$ cat config.mk
export PLATFORM = sky130hd
export DESIGN_NAME = gdc_map_bank_reader_flat
export DESIGN_NICKNAME = d
export VERILOG_FILES = /design/src/rtl/gdc_map_bank_reader_if.sv /design/src/rtl/gdc_map_bank_reader.sv /design/src/flat_wrapper.sv
export SDC_FILE = /design/constraint.sdc
export NUM_CORES = 1
export LEC_CHECK = 0
export ABC_CLOCK_PERIOD_IN_PS = 6500
export BUFFER_PORTS_ARGS = -buffer_cell sky130_fd_sc_hd__buf_2
export CAP_MARGIN = 5
export CORE_MARGIN = 2
export CORE_UTILIZATION = 57
export DETAILED_ROUTE_END_ITERATION = 10
export GPL_TIMING_DRIVEN = 0
export PLACE_DENSITY = 0.85
export SYNTH_ARGS = -nofsm -noshare
export SYNTH_HDL_FRONTEND = slang
export SYNTH_SLANG_ARGS = --single-unit
$ cat constraint.sdc
create_clock -name clk -period 6.5 [get_ports clk]
set_input_delay 0.325 -clock clk [delete_from_list [all_inputs] [get_ports clk]]
set_output_delay 0.325 -clock clk [all_outputs]
set_load 0.01 [all_outputs]
$ cat src/rtl/gdc_map_bank_reader_if.sv
// Stream handshake bundle used for both the bank-side input and the output.
interface gdc_map_bank_reader_if #(
  parameter int DATA_WIDTH = 128
);
  logic                  tvalid;
  logic                  tready;
  logic [DATA_WIDTH-1:0] tdata;
  logic                  tlast;
  logic                  tuser;

  modport master (output tvalid, tdata, tlast, tuser, input tready);
  modport slave  (input tvalid, tdata, tlast, tuser, output tready);
endinterface

$ cat src/rtl/gdc_map_bank_reader.sv
// Drains a frame of map blocks from round-robin buffer banks into a stream
// master through a 2-entry skid FIFO; tags block ends (tlast) and frame end (tuser).
module gdc_map_bank_reader #(
  parameter int DATA_WIDTH = 128,
  parameter int NUM_BANKS  = 2,
  parameter int BEAT_W     = 12,
  parameter int BLK_W      = 12,
  parameter int SEL_W      = (NUM_BANKS > 1) ? $clog2(NUM_BANKS) : 1
) (
  input  logic                 clk,
  input  logic                 rstn,
  input  logic                 soft_rstn,
  input  logic                 i_start,
  input  logic [BLK_W-1:0]     cfg_blocks,
  input  logic [BEAT_W-1:0]    cfg_block_beats,
  input  logic [BEAT_W-1:0]    cfg_last_beats,
  input  logic [NUM_BANKS-1:0] i_bank_full,
  output logic [SEL_W-1:0]     o_bank_sel,
  output logic [NUM_BANKS-1:0] o_bank_release,
  gdc_map_bank_reader_if.slave  s_axis,
  gdc_map_bank_reader_if.master m_axis,
  output logic                 o_busy,
  output logic                 o_frame_done,
  output logic                 o_err
);

  typedef enum logic [2:0] {IDLE, WAIT_BANK, STREAM, RELEASE, DRAIN} state_e;

  typedef struct packed {
    logic [DATA_WIDTH-1:0] data;
    logic                  last;
    logic                  user;
  } beat_t;

  state_e              state_q, state_d;
  logic                start_s1_q, start_s1_d, start_s2_q, start_s2_d;
  logic [BLK_W-1:0]    cfg_blocks_q, cfg_blocks_d;
  logic [BEAT_W-1:0]   cfg_block_beats_q, cfg_block_beats_d;
  logic [BEAT_W-1:0]   cfg_last_beats_q, cfg_last_beats_d;
  logic [SEL_W-1:0]    ptr_q, ptr_d;
  logic [BLK_W-1:0]    blk_cnt_q, blk_cnt_d;
  logic [BEAT_W-1:0]   beat_cnt_q, beat_cnt_d;
  logic                busy_q, busy_d, done_q, done_d, err_q, err_d;
  beat_t [1:0]         fifo_q, fifo_d;
  logic [1:0]          fill_q, fill_d;

  logic                start_edge, cfg_ok, last_blk, final_beat;
  logic [BEAT_W-1:0]   target;
  logic                s_rdy, accept, pop, wr_idx;
  logic [NUM_BANKS-1:0] release_oh;

  assign start_edge = start_s1_q & ~start_s2_q;
  assign cfg_ok     = (|cfg_blocks) & (|cfg_block_beats) & (|cfg_last_beats);
  assign last_blk   = (blk_cnt_q == cfg_blocks_q - BLK_W'(1));
  assign target     = last_blk ? cfg_last_beats_q : cfg_block_beats_q;
  assign final_beat = (beat_cnt_q == target - BEAT_W'(1));
  assign accept     = s_axis.tvalid & s_rdy;
  assign pop        = m_axis.tready & (fill_q != 2'd0);
  // Write slot: after a same-cycle pop the tail moves down one entry.
  assign wr_idx     = fill_q[0] & ~pop;

  // State register.
  always_ff @(posedge clk or negedge rstn) begin
    if (!rstn) state_q <= IDLE;
    else       state_q <= state_d;
  end

  // Next-state logic; soft reset forces IDLE.
  always_comb begin
    state_d = state_q;
    case (state_q)
      IDLE:      if (start_edge && cfg_ok) state_d = WAIT_BANK;
      WAIT_BANK: if (i_bank_full[ptr_q]) state_d = STREAM;
      STREAM:    if (accept && final_beat) state_d = RELEASE;
      RELEASE:   state_d = (blk_cnt_q + BLK_W'(1) == cfg_blocks_q) ? DRAIN : WAIT_BANK;
      DRAIN:     if (fill_q == 2'd0) state_d = IDLE;
      default:   state_d = IDLE;
    endcase
    if (!soft_rstn) state_d = IDLE;
  end

  // FSM outputs: input accept gate (independent of m_axis.tready) and release pulse.
  always_comb begin
    s_rdy      = (state_q == STREAM) && (fill_q < 2'd2) && (beat_cnt_q < target);
    release_oh = '0;
    if (state_q == RELEASE) release_oh[ptr_q] = 1'b1;
  end

  // Counters, config latch, status pulses and skid FIFO next values.
  always_comb begin
    start_s1_d        = i_start;
    start_s2_d        = start_s1_q;
    cfg_blocks_d      = cfg_blocks_q;
    cfg_block_beats_d = cfg_block_beats_q;
    cfg_last_beats_d  = cfg_last_beats_q;
    ptr_d             = ptr_q;
    blk_cnt_d         = blk_cnt_q;
    beat_cnt_d        = beat_cnt_q;
    busy_d            = busy_q;
    done_d            = 1'b0;
    err_d             = start_edge && ((state_q != IDLE) || !cfg_ok);
    fifo_d            = fifo_q;
    fill_d            = fill_q;

    if (state_q == IDLE && start_edge && cfg_ok) begin
      cfg_blocks_d      = cfg_blocks;
      cfg_block_beats_d = cfg_block_beats;
      cfg_last_beats_d  = cfg_last_beats;
      ptr_d             = '0;
      blk_cnt_d         = '0;
      beat_cnt_d        = '0;
      busy_d            = 1'b1;
    end
    if (accept) beat_cnt_d = beat_cnt_q + BEAT_W'(1);
    if (state_q == RELEASE) begin
      ptr_d      = (ptr_q == SEL_W'(NUM_BANKS - 1)) ? '0 : ptr_q + SEL_W'(1);
      blk_cnt_d  = blk_cnt_q + BLK_W'(1);
      beat_cnt_d = '0;
    end
    if (state_q == DRAIN && fill_q == 2'd0) begin
      done_d = 1'b1;
      busy_d = 1'b0;
    end

    if (pop) begin
      fifo_d[0] = fifo_q[1];
      fill_d    = fill_q - 2'd1;
    end
    if (accept) begin
      fifo_d[wr_idx] = '{data: s_axis.tdata, last: final_beat, user: final_beat && last_blk};
      fill_d         = fill_d + 2'd1;
    end

    // Soft reset drops buffered beats and status; the start synchroniser keeps
    // tracking the pin so a held-high start does not fake an edge afterwards.
    if (!soft_rstn) begin
      cfg_blocks_d      = '0;
      cfg_block_beats_d = '0;
      cfg_last_beats_d  = '0;
      ptr_d             = '0;
      blk_cnt_d         = '0;
      beat_cnt_d        = '0;
      busy_d            = 1'b0;
      err_d             = 1'b0;
      fifo_d            = '0;
      fill_d            = '0;
    end
  end

  // Datapath registers.
  always_ff @(posedge clk or negedge rstn) begin
    if (!rstn) begin
      start_s1_q        <= 1'b0;
      start_s2_q        <= 1'b0;
      cfg_blocks_q      <= '0;
      cfg_block_beats_q <= '0;
      cfg_last_beats_q  <= '0;
      ptr_q             <= '0;
      blk_cnt_q         <= '0;
      beat_cnt_q        <= '0;
      busy_q            <= 1'b0;
      done_q            <= 1'b0;
      err_q             <= 1'b0;
      fifo_q            <= '0;
      fill_q            <= '0;
    end else begin
      start_s1_q        <= start_s1_d;
      start_s2_q        <= start_s2_d;
      cfg_blocks_q      <= cfg_blocks_d;
      cfg_block_beats_q <= cfg_block_beats_d;
      cfg_last_beats_q  <= cfg_last_beats_d;
      ptr_q             <= ptr_d;
      blk_cnt_q         <= blk_cnt_d;
      beat_cnt_q        <= beat_cnt_d;
      busy_q            <= busy_d;
      done_q            <= done_d;
      err_q             <= err_d;
      fifo_q            <= fifo_d;
      fill_q            <= fill_d;
    end
  end

  assign s_axis.tready  = s_rdy;
  assign m_axis.tvalid  = (fill_q != 2'd0);
  assign m_axis.tdata   = fifo_q[0].data;
  assign m_axis.tlast   = fifo_q[0].last;
  assign m_axis.tuser   = fifo_q[0].user;
  assign o_bank_sel     = ptr_q;
  assign o_bank_release = release_oh;
  assign o_busy         = busy_q;
  assign o_frame_done   = done_q;
  assign o_err          = err_q;

endmodule

$ cat src/flat_wrapper.sv
// flat-port wrapper written by rule: the top's interface ports become plain ports
module gdc_map_bank_reader_flat 
#(
  parameter int DATA_WIDTH = 128,
  parameter int NUM_BANKS  = 2,
  parameter int BEAT_W     = 12,
  parameter int BLK_W      = 12,
  parameter int SEL_W      = (NUM_BANKS > 1) ? $clog2(NUM_BANKS) : 1
)
  (clk, rstn, soft_rstn, i_start, cfg_blocks, cfg_block_beats, cfg_last_beats, i_bank_full, o_bank_sel, o_bank_release, o_busy, o_frame_done, o_err, s_axis_tvalid, s_axis_tdata, s_axis_tlast, s_axis_tuser, s_axis_tready, m_axis_tvalid, m_axis_tdata, m_axis_tlast, m_axis_tuser, m_axis_tready);
  gdc_map_bank_reader_if #(.DATA_WIDTH(DATA_WIDTH)) s_axis_i ();
  gdc_map_bank_reader_if #(.DATA_WIDTH(DATA_WIDTH)) m_axis_i ();
  input  logic clk;
  input  logic rstn;
  input  logic soft_rstn;
  input  logic i_start;
  input  logic [BLK_W-1:0] cfg_blocks;
  input  logic [BEAT_W-1:0] cfg_block_beats;
  input  logic [BEAT_W-1:0] cfg_last_beats;
  input  logic [NUM_BANKS-1:0] i_bank_full;
  output logic [SEL_W-1:0] o_bank_sel;
  output logic [NUM_BANKS-1:0] o_bank_release;
  output logic o_busy;
  output logic o_frame_done;
  output logic o_err;
  input wire logic [$bits(s_axis_i.tvalid)-1:0] s_axis_tvalid;
  input wire logic [$bits(s_axis_i.tdata)-1:0] s_axis_tdata;
  input wire logic [$bits(s_axis_i.tlast)-1:0] s_axis_tlast;
  input wire logic [$bits(s_axis_i.tuser)-1:0] s_axis_tuser;
  output wire logic [$bits(s_axis_i.tready)-1:0] s_axis_tready;
  output wire logic [$bits(m_axis_i.tvalid)-1:0] m_axis_tvalid;
  output wire logic [$bits(m_axis_i.tdata)-1:0] m_axis_tdata;
  output wire logic [$bits(m_axis_i.tlast)-1:0] m_axis_tlast;
  output wire logic [$bits(m_axis_i.tuser)-1:0] m_axis_tuser;
  input wire logic [$bits(m_axis_i.tready)-1:0] m_axis_tready;
  assign s_axis_i.tvalid = s_axis_tvalid;
  assign s_axis_i.tdata = s_axis_tdata;
  assign s_axis_i.tlast = s_axis_tlast;
  assign s_axis_i.tuser = s_axis_tuser;
  assign s_axis_tready = s_axis_i.tready;
  assign m_axis_tvalid = m_axis_i.tvalid;
  assign m_axis_tdata = m_axis_i.tdata;
  assign m_axis_tlast = m_axis_i.tlast;
  assign m_axis_tuser = m_axis_i.tuser;
  assign m_axis_i.tready = m_axis_tready;
  gdc_map_bank_reader #(.DATA_WIDTH(DATA_WIDTH), .NUM_BANKS(NUM_BANKS), .BEAT_W(BEAT_W), .BLK_W(BLK_W), .SEL_W(SEL_W)) u_core (.clk(clk), .rstn(rstn), .soft_rstn(soft_rstn), .i_start(i_start), .cfg_blocks(cfg_blocks), .cfg_block_beats(cfg_block_beats), .cfg_last_beats(cfg_last_beats), .i_bank_full(i_bank_full), .o_bank_sel(o_bank_sel), .o_bank_release(o_bank_release), .s_axis(s_axis_i), .m_axis(m_axis_i), .o_busy(o_busy), .o_frame_done(o_frame_done), .o_err(o_err));
endmodule
==> impl_metrics.toml <==
[outcome]
outcome = "complete, no violations"

[sta]
timing.final.setup_violations = 0
slew_violations = 0
clock-skew-final_ns = 0.02517
min_period_ns = 6.197
slew_headroom_pct = 37.51
maxClockFrequency_mhz = 161.4
timing.final.crit_share_pct = 95.34
unrepaired_setup_endpoints_after_global_routing = "yes"
postLayoutSetupSlackWorst_ns = 0.3032
max_slew.worst_pin.slew_ns = 0.9374
finalHoldViolCount = 0

[worst_setup_path]
cp_data_arrival_time_ns = 6.64
crit_type = "reg2reg"
worst-endpoint-required_ns = 6.95
critical_path.max_fanout = 10
ff2ff_path_depth = 20
endpoint_kind = "flip-flop"
start_kind = "flip-flop"

[synth]
synth_top_cell_area_share_pct = 45.29
post_synth_inst_count = 1959
post_synth.cell_area_avg_um2 = 9.336
share_of_flip_flops_with_an_asynchronous_set_or_reset_after_synthesis_pct = 100.0
ys_seq_elements = 331
yosysWarnings = 0
synth_cell_type_count = 70
count_of_flip_flops_with_a_built_in_enable_after_synthesis = 0
yosysSeqAreaShare_pct = 45.29
yosys-top-cells-area = "dfrtp_1, o311a_1, a22o_1, nand2_1, nor4_1"
synth.cell_area_um2 = 18290
postSynthNetCount = 2151
ys.flop_type = "dfrtp_1"
yosys.area.top_type = "dfrtp_1"

[route]
viasPerCell = 6.481
totalWireLength_um = 58530
detailedRoute.firstPassIterationCount = 7
remaining_drc_errors = 0
drt_iter0_drc = 2158
route.vias.total = 17860
avgRoutedWirePerCell_um = 21.25
drtAntennaViolNets = 0

[clock_tree]
cts.clk_slew.worst_paths_ns = 0.06
cts_tree = "done"
root_buffer_cell = "clkbuf_16"
ctsHtreeMaxLevel = 2
clk-insertion-delay-late_ns = 0.53
clkSinkCount = 331
tritoncts.num_buffers = 37
max-clock-path-buffers = 3

[placement]
dp_hpwl_um = 39940
dpl_worst_slack_ns = -0.03529
gp_congestion = 0.9482
post_dp_cell_area_um2 = 20390
placement.io_buffers = 307

[global_route]
gr-total-overflow = 0
grt_max_degree = 125
initial_antenna_violation_count = 20
first_global_vias = 17540
global_route_wire_length_before_repair_um = 91980
grt.total_usage_pct = 34.13

[floorplanning]
std_cell_rows = 65
io-pin-count = 312
design.core.area_um2 = 31560
die-area_um2 = 33530
floorplan.initialDensity_pct = 57.96
die-width_um = 183.1
die_height_um = 183.1

[pwr]
vdd.ir_drop.worst_uv = 177.4
power.static_leakage_nw = 10.11
internal_power_mw = 4.436
netSwitchingFraction_pct = 35.27
power.net_switching_mw = 2.416
share_clk_of_total_power_pct = 31.7
p_total_mw = 6.852
power.density_cell_area_nw_per_um2 = 315.4
power_frac_seq_pct = 35.2
combinationalPowerShare_pct = 33.2

[cells_and_area]
filler_cell_count = 2494
nets = 2501
final-seq-area_um2 = 8283
multiInputGateArea_um2 = 8210
post_route_cells_drive_above_1_share_pct = 22.38
area_growth_pct = 18.78
design_area_um2 = 21720

[min_path]
worst_hold_path.num_cells = 2
hp-class = "in2reg"

[job]
drv_cap = 0
## worst max-delay path, cell delays in order, from the launching register on
cell	delay [ns]
dfrtp_1	0.44
or4_1	0.54
buf_2	0.20
or4_4	0.49
a21oi_2	0.21
o2111a_1	0.36
nand2_2	0.26
mux2i_1	0.31
ha_1	0.27
nor2b_1	0.13
o21a_1	0.16
o21a_1	0.16
o211ai_1	0.17
a21boi_0	0.13
o31ai_1	0.29
a21oi_1	0.15
clkbuf_2	0.29
nor4_1	0.41
clkbuf_1	0.49
clkbuf_1	0.46
a22o_1	0.21
## sequential cells by signal (all words and copies together), names as in the netlist
| signal | count |
|---|---|
| u_core.beat_cnt_q | 12 |
| u_core.blk_cnt_q | 12 |
| u_core.cfg_block_beats_q | 12 |
| u_core.cfg_blocks_q | 12 |
| u_core.cfg_last_beats_q | 12 |
| u_core.fifo_q | 130 |
| u_core.fill_q | 2 |
| u_core.m_axis.tdata | 128 |
| u_core.m_axis.tlast | 1 |
| u_core.m_axis.tuser | 1 |
| u_core.o_bank_sel | 1 |
| u_core.o_busy | 1 |
| u_core.o_err | 1 |
| u_core.o_frame_done | 1 |
| u_core.start_s1_q | 1 |
| u_core.start_s2_q | 1 |
| u_core.state_q | 3 |
## per-layer routing
| metal | vias to the layer above | wire length [um] | global-route usage, % |
|---|---|---|---|
| met5 | - | 50 | 0 |
| met4 | 8 | 3029 | 17.06 |
| met3 | 213 | 5954 | 6.195 |
| met2 | 1120 | 26840 | 53.50 |
| met1 | 8625 | 22660 | 45.88 |
| li1 | 7890 | - | - |
## what timing repair did
item / 4_1_cts / 5_1_grt
setup buffers: 0 / 0
hold buffers: 2 / 0
pin swaps: 0 / 0
setup endpoints to repair: 83 / 266
hold endpoints to repair: 116 / 0
resized for setup: 1 / 15
## synth_stat cells, types with 3 or more instances
cell      number
dfrtp_1      331
nand2_1      291
clkbuf_1     186
nor3_1       155
nor4_1       154
a22o_1       130
o311a_1      130
buf_4        128
nor2_1        81
mux2i_1       51
inv_1         26
xnor2_1       24
nand3_1       21
o21ai_0       21
nand4_1       19
ha_1          18
a21oi_1       17
a211oi_1      13
xor2_1        13
a31oi_1        9
o211ai_1       9
o31ai_1        9
and3_1         8
or3_1          8
or4_1          8
buf_1          7
or2_2          6
and2_1         5
nand2b_1       5
o21a_1         5
nand3b_1       4
nor2b_1        4
nor3b_1        4
o22ai_1        4
o41ai_1        4
and4_1         3
mux2_2         3
nor4b_1        3
## path summary, 6_finish.rpt
kind,slack (ns),from,end
setup / recovery,0.30,u_core.cfg_blocks_q[2],u_core.fifo_q[197]
setup reg to reg,0.30,u_core.cfg_blocks_q[2],u_core.fifo_q[197]
min in group asynchronous,0.45,rstn,u_core.cfg_block_beats_q[0]
max in group asynchronous,4.90,rstn,u_core.fifo_q[254]
hold reg to reg,0.39,u_core.start_s1_q,u_core.start_s2_q
hold / removal,0.02,s_axis_tdata[46],u_core.fifo_q[178]
## logic make-up (layout without fill, tap and decap cells)
| kind of cell | count (synthesis) | count (layout) | synth area share, % |
|---|---|---|---|
| flops | 331 | 331 | 45.29 |
| mux | 54 | 54 | 2.976 |
| compound gates | 383 | 383 | 18.07 |
| fa+ha+maj | 18 | 18 | 1.231 |
| simple gates | 784 | 784 | 20.79 |
| other cells | 0 | 16 | 0 |
| xor+xnor | 37 | 37 | 1.772 |
| buf+inv | 352 | 730 | 9.865 |
## layout make-up
type | count | area share, %
sequential | 331 | 38.13
multi-input combinational | 1276 | 37.80
buffer | 323 | 7.851
timing repair buffer | 311 | 7.465
clock buffer | 57 | 5.126
tap | 402 | 2.315
clock inverter | 10 | 0.6336
inverter | 29 | 0.5011
antenna | 16 | 0.1843
## cell usage in the layout (no fill, tap or decap), types with 26 or more instances in the layout
master     instances
clkbuf_16         39
mux2i_1           51
inv_1             26
dfrtp_1          331
o311a_1          130
buf_4            128
nand2_1          290
nor4_1           153
clkbuf_1         190
nor2_1            81
buf_2            308
nor3_1           155
a22o_1           130
## stage by stage
stage / hold WS [ns] / instances / setup TNS (ns) / utilization (%)
3_5_place_dp: 0.3782 / 2670 / -0.4688 / 64.63
6_report: 0.02001 / 2755 / 0 / 68.84
2_1_floorplan: 0.02941 / 1959 / 0 / -
4_1_cts: 0.01250 / 2739 / 0 / 68.66
3_3_place_gp: 0.3773 / 2668 / -390.93 / 64.42
5_1_grt: 0.02325 / 2753 / 0 / 68.83
## power by group through the flow
stage	combinational [mW]	clock, mW	sequential, mW
2_1_floorplan	1.50	0	2.39
3_3_place_gp	2.14	0	2.43
3_5_place_dp	2.20	0	2.44
4_1_cts	2.22	2.19	2.40
5_1_grt	2.45	2.28	2.43
6_report	2.27	2.17	2.41
No activity file was read; power rests on OpenSTA's default activity.
